### config.mk
export PLATFORM = sky130hd
export DESIGN_NAME = trigger_capture
export DESIGN_NICKNAME = d
export VERILOG_FILES = /design/src/rtl/trigger_capture.sv
export SDC_FILE = /design/constraint.sdc
export NUM_CORES = 2
export LEC_CHECK = 0
export CORE_ASPECT_RATIO = 1.2
export CORE_MARGIN = 10
export CORE_UTILIZATION = 50
export CTS_CLUSTER_SIZE = 28
export DETAILED_ROUTE_END_ITERATION = 7
export MAX_ROUTING_LAYER = met4
export PLACE_DENSITY = 0.61
export SYNTH_ARGS = -nofsm -noshare
export SYNTH_HDL_FRONTEND = slang
export SYNTH_SLANG_ARGS = --single-unit
### constraint.sdc
create_clock -name clk -period 6.17 [get_ports clk]
set_input_delay 0.617 -clock clk [delete_from_list [all_inputs] [get_ports clk]]
set_output_delay 0.617 -clock clk [all_outputs]
set_load 0.02 [all_outputs]
### src/rtl/trigger_capture.sv
// Pre/post-trigger capture buffer: keeps PRE samples before a level crossing and fills the rest after it.
// Optional macro AUTO_TRIG_EN forces a trigger after AUTO_TO valid samples waiting in WAIT.
module trigger_capture #(
  parameter int DW      = 8,
  parameter int AW      = 8,
  parameter int PRE     = 128,
  parameter int AUTO_TO = 1024
) (
  input  logic          clk,
  input  logic          rst,
  input  logic [DW-1:0] sample_in,
  input  logic          sample_valid,
  input  logic [DW-1:0] trig_level,
  input  logic          trig_slope,
  input  logic          arm,
  input  logic [AW-1:0] rd_addr,
  output logic [DW-1:0] rd_data,
  output logic          busy,
  output logic          done,
  output logic          trig_auto
);

  localparam int              DEPTH     = 2**AW;
  localparam int              POST_N    = DEPTH - PRE - 1;
  localparam logic [AW-1:0]   PRE_A     = AW'(PRE);
  localparam logic [AW:0]     PRE_LAST  = (AW+1)'(PRE - 1);
  localparam logic [AW:0]     POST_LAST = (AW+1)'(POST_N - 1);

  typedef enum logic [2:0] {S_IDLE, S_PRE, S_WAIT, S_POST, S_DONE} state_t;

  state_t        state_reg, state_next;
  logic [DW-1:0] mem [DEPTH];
  logic [AW-1:0] wr_ptr_reg;
  logic [AW-1:0] trig_addr_reg;
  logic [AW:0]   cnt_reg;
  logic [DW-1:0] prev_reg;
  logic          prev_valid_reg;
  logic          trig_auto_reg;
  logic          busy_reg, busy_next;
  logic          done_reg, done_next;
  logic [DW-1:0] rd_data_reg;
  logic          capturing, we, rise_hit, fall_hit, real_trig, auto_hit, trig_hit;
  logic [AW-1:0] rd_ptr;

  assign capturing = (state_reg == S_PRE) || (state_reg == S_WAIT) || (state_reg == S_POST);
  // An arm cycle restarts the capture, so its sample is not stored.
  assign we        = capturing && sample_valid && !arm;
  assign rise_hit  = prev_valid_reg && (prev_reg < trig_level) && (sample_in >= trig_level);
  assign fall_hit  = prev_valid_reg && (prev_reg > trig_level) && (sample_in <= trig_level);
  assign real_trig = (state_reg == S_WAIT) && we && (trig_slope ? fall_hit : rise_hit);

`ifdef AUTO_TRIG_EN
  localparam int WCW = $clog2(AUTO_TO + 1);
  logic [WCW-1:0] wait_cnt_reg;

  assign auto_hit = (state_reg == S_WAIT) && we && (wait_cnt_reg == WCW'(AUTO_TO - 1));

  always_ff @(posedge clk or negedge rst) begin
    if (!rst) begin
      wait_cnt_reg <= '0;
    end else if (arm) begin
      wait_cnt_reg <= '0;
    end else if ((state_reg == S_WAIT) && we) begin
      wait_cnt_reg <= wait_cnt_reg + 1'b1;
    end
  end
`else
  assign auto_hit = 1'b0;
`endif

  assign trig_hit = real_trig || auto_hit;

  always_ff @(posedge clk or negedge rst) begin
    if (!rst) begin
      state_reg <= S_IDLE;
      busy_reg  <= 1'b0;
      done_reg  <= 1'b0;
    end else begin
      state_reg <= state_next;
      busy_reg  <= busy_next;
      done_reg  <= done_next;
    end
  end

  always_comb begin
    state_next = state_reg;
    if (arm) begin
      state_next = S_PRE;
    end else begin
      case (state_reg)
        S_PRE:   if (we && (cnt_reg == PRE_LAST))  state_next = S_WAIT;
        S_WAIT:  if (trig_hit)                     state_next = S_POST;
        S_POST:  if (we && (cnt_reg == POST_LAST)) state_next = S_DONE;
        default: state_next = state_reg;
      endcase
    end
  end

  always_comb begin
    busy_next = (state_next == S_PRE) || (state_next == S_WAIT) || (state_next == S_POST);
    done_next = (state_next == S_DONE);
  end

  always_ff @(posedge clk or negedge rst) begin
    if (!rst) begin
      wr_ptr_reg     <= '0;
      trig_addr_reg  <= '0;
      cnt_reg        <= '0;
      prev_reg       <= '0;
      prev_valid_reg <= 1'b0;
      trig_auto_reg  <= 1'b0;
    end else if (arm) begin
      wr_ptr_reg     <= '0;
      cnt_reg        <= '0;
      prev_valid_reg <= 1'b0;
      trig_auto_reg  <= 1'b0;
    end else if (we) begin
      wr_ptr_reg     <= wr_ptr_reg + 1'b1;
      prev_reg       <= sample_in;
      prev_valid_reg <= 1'b1;
      case (state_reg)
        S_PRE:   cnt_reg <= (cnt_reg == PRE_LAST) ? '0 : cnt_reg + 1'b1;
        S_WAIT: begin
          if (trig_hit) begin
            trig_addr_reg <= wr_ptr_reg;
            cnt_reg       <= '0;
            trig_auto_reg <= auto_hit && !real_trig;
          end
        end
        S_POST:  cnt_reg <= cnt_reg + 1'b1;
        default: cnt_reg <= cnt_reg;
      endcase
    end
  end

  always_ff @(posedge clk) begin
    if (we) begin
      mem[wr_ptr_reg] <= sample_in;
    end
  end

  // Read index is relative to the oldest retained sample; wraps naturally in AW bits.
  assign rd_ptr = trig_addr_reg - PRE_A + rd_addr;

  always_ff @(posedge clk or negedge rst) begin
    if (!rst) begin
      rd_data_reg <= '0;
    end else begin
      rd_data_reg <= mem[rd_ptr];
    end
  end

  assign rd_data   = rd_data_reg;
  assign busy      = busy_reg;
  assign done      = done_reg;
  assign trig_auto = trig_auto_reg;

endmodule

### Word level (Yosys, flattened, before mapping)

Memories as Yosys holds them, arrays and structs flattened. A register that Yosys moved wholly into a read port is not among the register bits.
Index checks and enable logic that the tools add are counted.

| cells by class | value |
|---|---|
| $add $sub $neg | 4 |
| equal/unequal tests | 10 |
| reductions and logical operators | 24 |
| bitwise gates (word level) | 1 |
| mux-type cells | 21 |
| magnitude comparators | 4 |

Operators with widths:

| kind | number |
|---|---|
| $mux 9 | 4 |
| $pmux 9 s3 | 1 |
| $eq 9x7->1 const B | 2 |
| $mux 8 | 2 |
| $eq 3x2->1 const B | 4 |
| $mux 3 | 4 |
| $logic_and 1x1->1 | 10 |
| $add 9x1->9 const B | 1 |
| $mux 1 | 9 |
| $pmux 3 s3 | 1 |
| $add 8x1->8 const B | 1 |
| $add 8x8->8 | 1 |
| $ge 8x8->1 | 1 |
| $gt 8x8->1 | 1 |
| $le 8x8->1 | 1 |
| $lt 8x8->1 | 1 |
| $sub 8x8->8 const B | 1 |
| $eq 3x1->1 const B | 2 |
| $reduce_and 3->1 | 2 |
| $reduce_bool 2->1 | 3 |
| $logic_or 1x1->1 | 4 |
| $reduce_and 4->1 | 1 |
| $reduce_bool 4->1 | 1 |
| $eq 3x3->1 const B | 1 |
| 4 further kinds | 5 |

| storage, ports and cells | value |
|---|---|
| bits in registers | 40 |
| word-level logic and storage cells | 74 |
| RAM bits | 2,048 |
| output and inout port bits | 11 |
| memories | 1 |
| input port bits | 29 |

Memories:

| name | words | width | rd ports | clocked after memory_dff | write ports | RTL line | text |
|---|---|---|---|---|---|---|---|
| mem | 256 | 8 | 1 | 1 | 1 | 32 | `logic [DW-1:0] mem [DEPTH];` |

### Longest topological paths before layout

| depth | value |
|---|---|
| depth in word-level cells | 13 |
| gate-level depth with buffers | 15 |
| depth with buffers taken out | 12 |

### Least setup slack after synthesis

Ideal clock, no wire load.

| timing path | value |
|---|---|
| path kind | input to register |
| start point | in rd_addr[1] |
| end point | reg rd_data_reg[7] (netlist: rd_data[7]) (read register of mem) |
| stages on the path | 12 |
| path buffers | 4 |
| setup slack | 2.307 ns |
| data required time | 6.031 ns |
| setup time | 0.139 ns |
| arrival time | 3.725 ns |
| cell sequence | ha_1 -> ha_1 -> inv_1 -> fa_1 -> buf_2 -> buf_2 -> buf_1 -> clkbuf_1 -> mux4_2 -> o2111ai_1 -> a21oi_1 -> or4_1 |

| between the ends | value |
|---|---|
| cells in the longest elaborated chain, start to end | 1 |

Ends and longest elaborated chain:

| item | RTL line | text |
|---|---|---|
| start: declaration | 16 | `input logic [AW-1:0] rd_addr,` |
| $add 8x8->8 | 143 | `assign rd_ptr = trig_addr_reg - PRE_A + rd_addr;` |
| end: declaration | 41 | `logic [DW-1:0] rd_data_reg;` |

No other way between the ends.
A chain may end at the register's enable or synchronous reset.

### Worst setup path after layout

| timing path | value |
|---|---|
| start point | reg trig_addr_reg[1] |
| end point | reg rd_data_reg[3] (netlist: rd_data[3]) (read register of mem) |

| between the ends | value |
|---|---|
| cells in the longest elaborated chain, start to end | 2 |

Ends and longest elaborated chain:

| item | RTL line | text |
|---|---|---|
| start: declaration | 34 | `logic [AW-1:0] trig_addr_reg;` |
| start signal: assignment | 125 | `trig_addr_reg <= wr_ptr_reg;` |
| $sub 8x8->8 | 143 |  |
| $add 8x8->8 | 143 |  |

No other way between the ends.

==> results.ini <==
[routing]
ant_nets = 0
first_iter_violations = 5258
wl_per_cell_microns = 34.7
drt_wl_total_mm = 222
drc_errors = 0
dr_total_vias = 41000
viasPerCell = 6.39
drt_pass1_iterations = 6

[sta]
worst_pin_slew_ps = 1190
drv_slew = 0
slew_headroom_pct = 20.9
setup_viol = 0
period_minus_slack_ps = 4770
finalCritPeriodShare_pct = 77.3
hold_violations = 0
fmax_mhz = 210
rsz0062_at_grt = false
fin_skew_ps = 23.3
tns_ps = 0

[placed_design]
gp_congestion = 0.925
place_area_sq_um = 85600
dp_hpwl_mm = 140
port_buffers = 38

[pwr]
p_per_area_nw_per_um2 = 318
power.leakage_nw = 28.7
vdd_drop_max_mv = 0.343

[die]
fp-row-count = 163
die_x_microns = 390
die_h_microns = 464
core_sq_um = 164000
io_pins = 40
die_area_sq_um = 181000
start_util_pct = 50.2

[synth]
synth.distinct_cells = 65
yosysWarnings = 0
synth_nets = 4014
async_reset_ff_share_pct = 2.24
netlist_instances = 3949
ys_ff_latch = 2095
syn_area_sq_um = 82300
ys_seq_area_share_pct = 76.1
avgSynthCellArea_sq_um = 20.8
synth.area.top_cells = edfxtp_1 (75%), mux4_2 (15%), dfrtp_1 (1.4%), nor2_1 (1.4%), nand2_1 (1.1%)
synth.top_cells.by_count = edfxtp_1 (2048), mux4_2 (552), nor2_1 (306), nand2_1 (252), clkbuf_1 (104)
synth_most_common_cell = edfxtp_1
synth_largest_area_cell = edfxtp_1
yosysTopAreaCellShare_pct = 74.7
synth_edf_count = 2048
ys.flop_type = edfxtp_1

[worst_setup_path]
reg2reg_depth = 10
worst-path-buf-inv = 3
cpPeakStageDelay_ps = 1400
cp_data_arrival_time_ps = 5490
cp-start-kind = register
critPathSlowestCell = fa_4
worstPathMaxFanout = 41
crit_family = adder cells
worstSetupPathType = reg2reg
critical_path_depth = 10
required_ps = 6890
path_cells = ha_1, ha_4, inv_1, fa_4, inv_2, buf_4, mux4_2, a21oi_1, a211oi_1, or4_1
cp-end-kind = register

[final_layout]
fill_cells = 12200
drive_above_1_share_pct = 23.7
syn_to_final_growth_pct = 11.7
stdcell_area_sq_um = 92000
final_nets = 4159
largest_reg_flops = 2048

[clock_tree]
root_buffer = clkbuf_16
clk_latency_ps = 860
cts_tree = built
clockBufferDepth = 3
ctsResizeCount = 0
cts_buffers = 196
htree_num_levels = 4
path_clk_slew_ps = 60
hold_buffers = 1
cts_setup_buffers = 0
clock_sinks = 2095

[grt]
grt_usage_pct = 25.3
grt_pass1_wl_mm = 317
grt_antenna_before_repair = 12
grt_pass1_vias = 41000
gr-total-overflow = 0
grt_start_max_net_pins = 183

[run_status]
outcome = complete, no violations

[worst_hold_path]
hold_depth = 1
hold_path_class = in2reg

[run]
maxCapViolCount = 0

final cells by class:
type                    instances  area, sq um  share of cell area [%]
diodes                          2         5.00                 0.00544
flip-flops and latches       2095        62700                    68.1
well taps                    2145         2680                    2.92
multi-input cells            1607        18400                    20.1
repair buffers                171         1740                    1.90
clock inverters               122         1170                    1.27
clock buffers                 250         5180                    5.63
inverters                      23         86.3                  0.0939
final timing paths:
check	start	end	slack, ps
worst max-delay path	trig_addr_reg[1]	rd_data[3]	1400
worst min-delay path	sample_in[0]	mem[216][0]	200
worst max register to register	trig_addr_reg[1]	rd_data[3]	1400
worst min register to register	prev_valid_reg	prev_valid_reg	510
max in group asynchronous	rst	rd_data[1]	5200
min in group asynchronous	rst	done	460
layer usage:
layer | GRT usage [%] | part of all wire [%]
met5 | - | 0
met4 | 8.51 | 3.8
met3 | 4.27 | 8.4
met2 | 39.5 | 49
met1 | 34.1 | 39
report_power, final:
group          internal, mW  total (mW)  switching (mW)
clock network          6.72        12.0            5.31
logic                 0.556        1.58            1.02
registers              15.6        15.7          0.0358
cells by family (layout without fill, tap and decap cells):
| group | count (synthesis) | in the layout | synth area share, % |
|---|---|---|---|
| compound gates | 204 | 204 | 1.74 |
| xor+xnor | 16 | 16 | 0.179 |
| fa+ha+maj | 36 | 36 | 0.556 |
| buf+inv | 247 | 566 | 1.62 |
| flops | 2095 | 2095 | 76.1 |
| mux | 620 | 620 | 16.0 |
| other cells | 1 | 3 | 0.00456 |
| simple gates | 730 | 730 | 3.75 |
cell usage in the layout (no fill, tap or decap), types with 16 or more instances in the layout:
| cell type | n |
|---|---|
| nand2_1 | 248 |
| bufinv_16 | 18 |
| nand4_1 | 35 |
| mux4_2 | 552 |
| a32oi_1 | 22 |
| o21ai_0 | 26 |
| nor3_1 | 24 |
| a21oi_1 | 40 |
| nand3_1 | 54 |
| mux2i_1 | 49 |
| mux2_2 | 16 |
| buf_12 | 27 |
| clkdlybuf4s50_1 | 29 |
| buf_4 | 105 |
| clkinv_1 | 47 |
| ha_1 | 33 |
| edfxtp_1 | 2048 |
| nor2_1 | 305 |
| clkbuf_16 | 196 |
| dfrtp_1 | 47 |
| clkinv_2 | 36 |
| clkbuf_1 | 47 |
| a31oi_1 | 19 |
| inv_1 | 22 |
stage by stage:
stage / cells / hold slack [ps] / setup WS, ps / power (mW) / util [%]
5_1_grt: 6415 / 192 / 1400 / 30.0 / 56.1
3_5_place_dp: 6040 / 500 / 785 / 17.6 / 52.2
3_3_place_gp: 6040 / 480 / 868 / 17.5 / 52.2
2_1_floorplan: 3949 / 321 / 2310 / 16.8 / -
4_1_cts: 6413 / 167 / 1460 / 29.4 / 56.1
6_report: 6415 / 196 / 1400 / 29.3 / 56.1
Note: power is estimated with default switching activity, not from simulation.
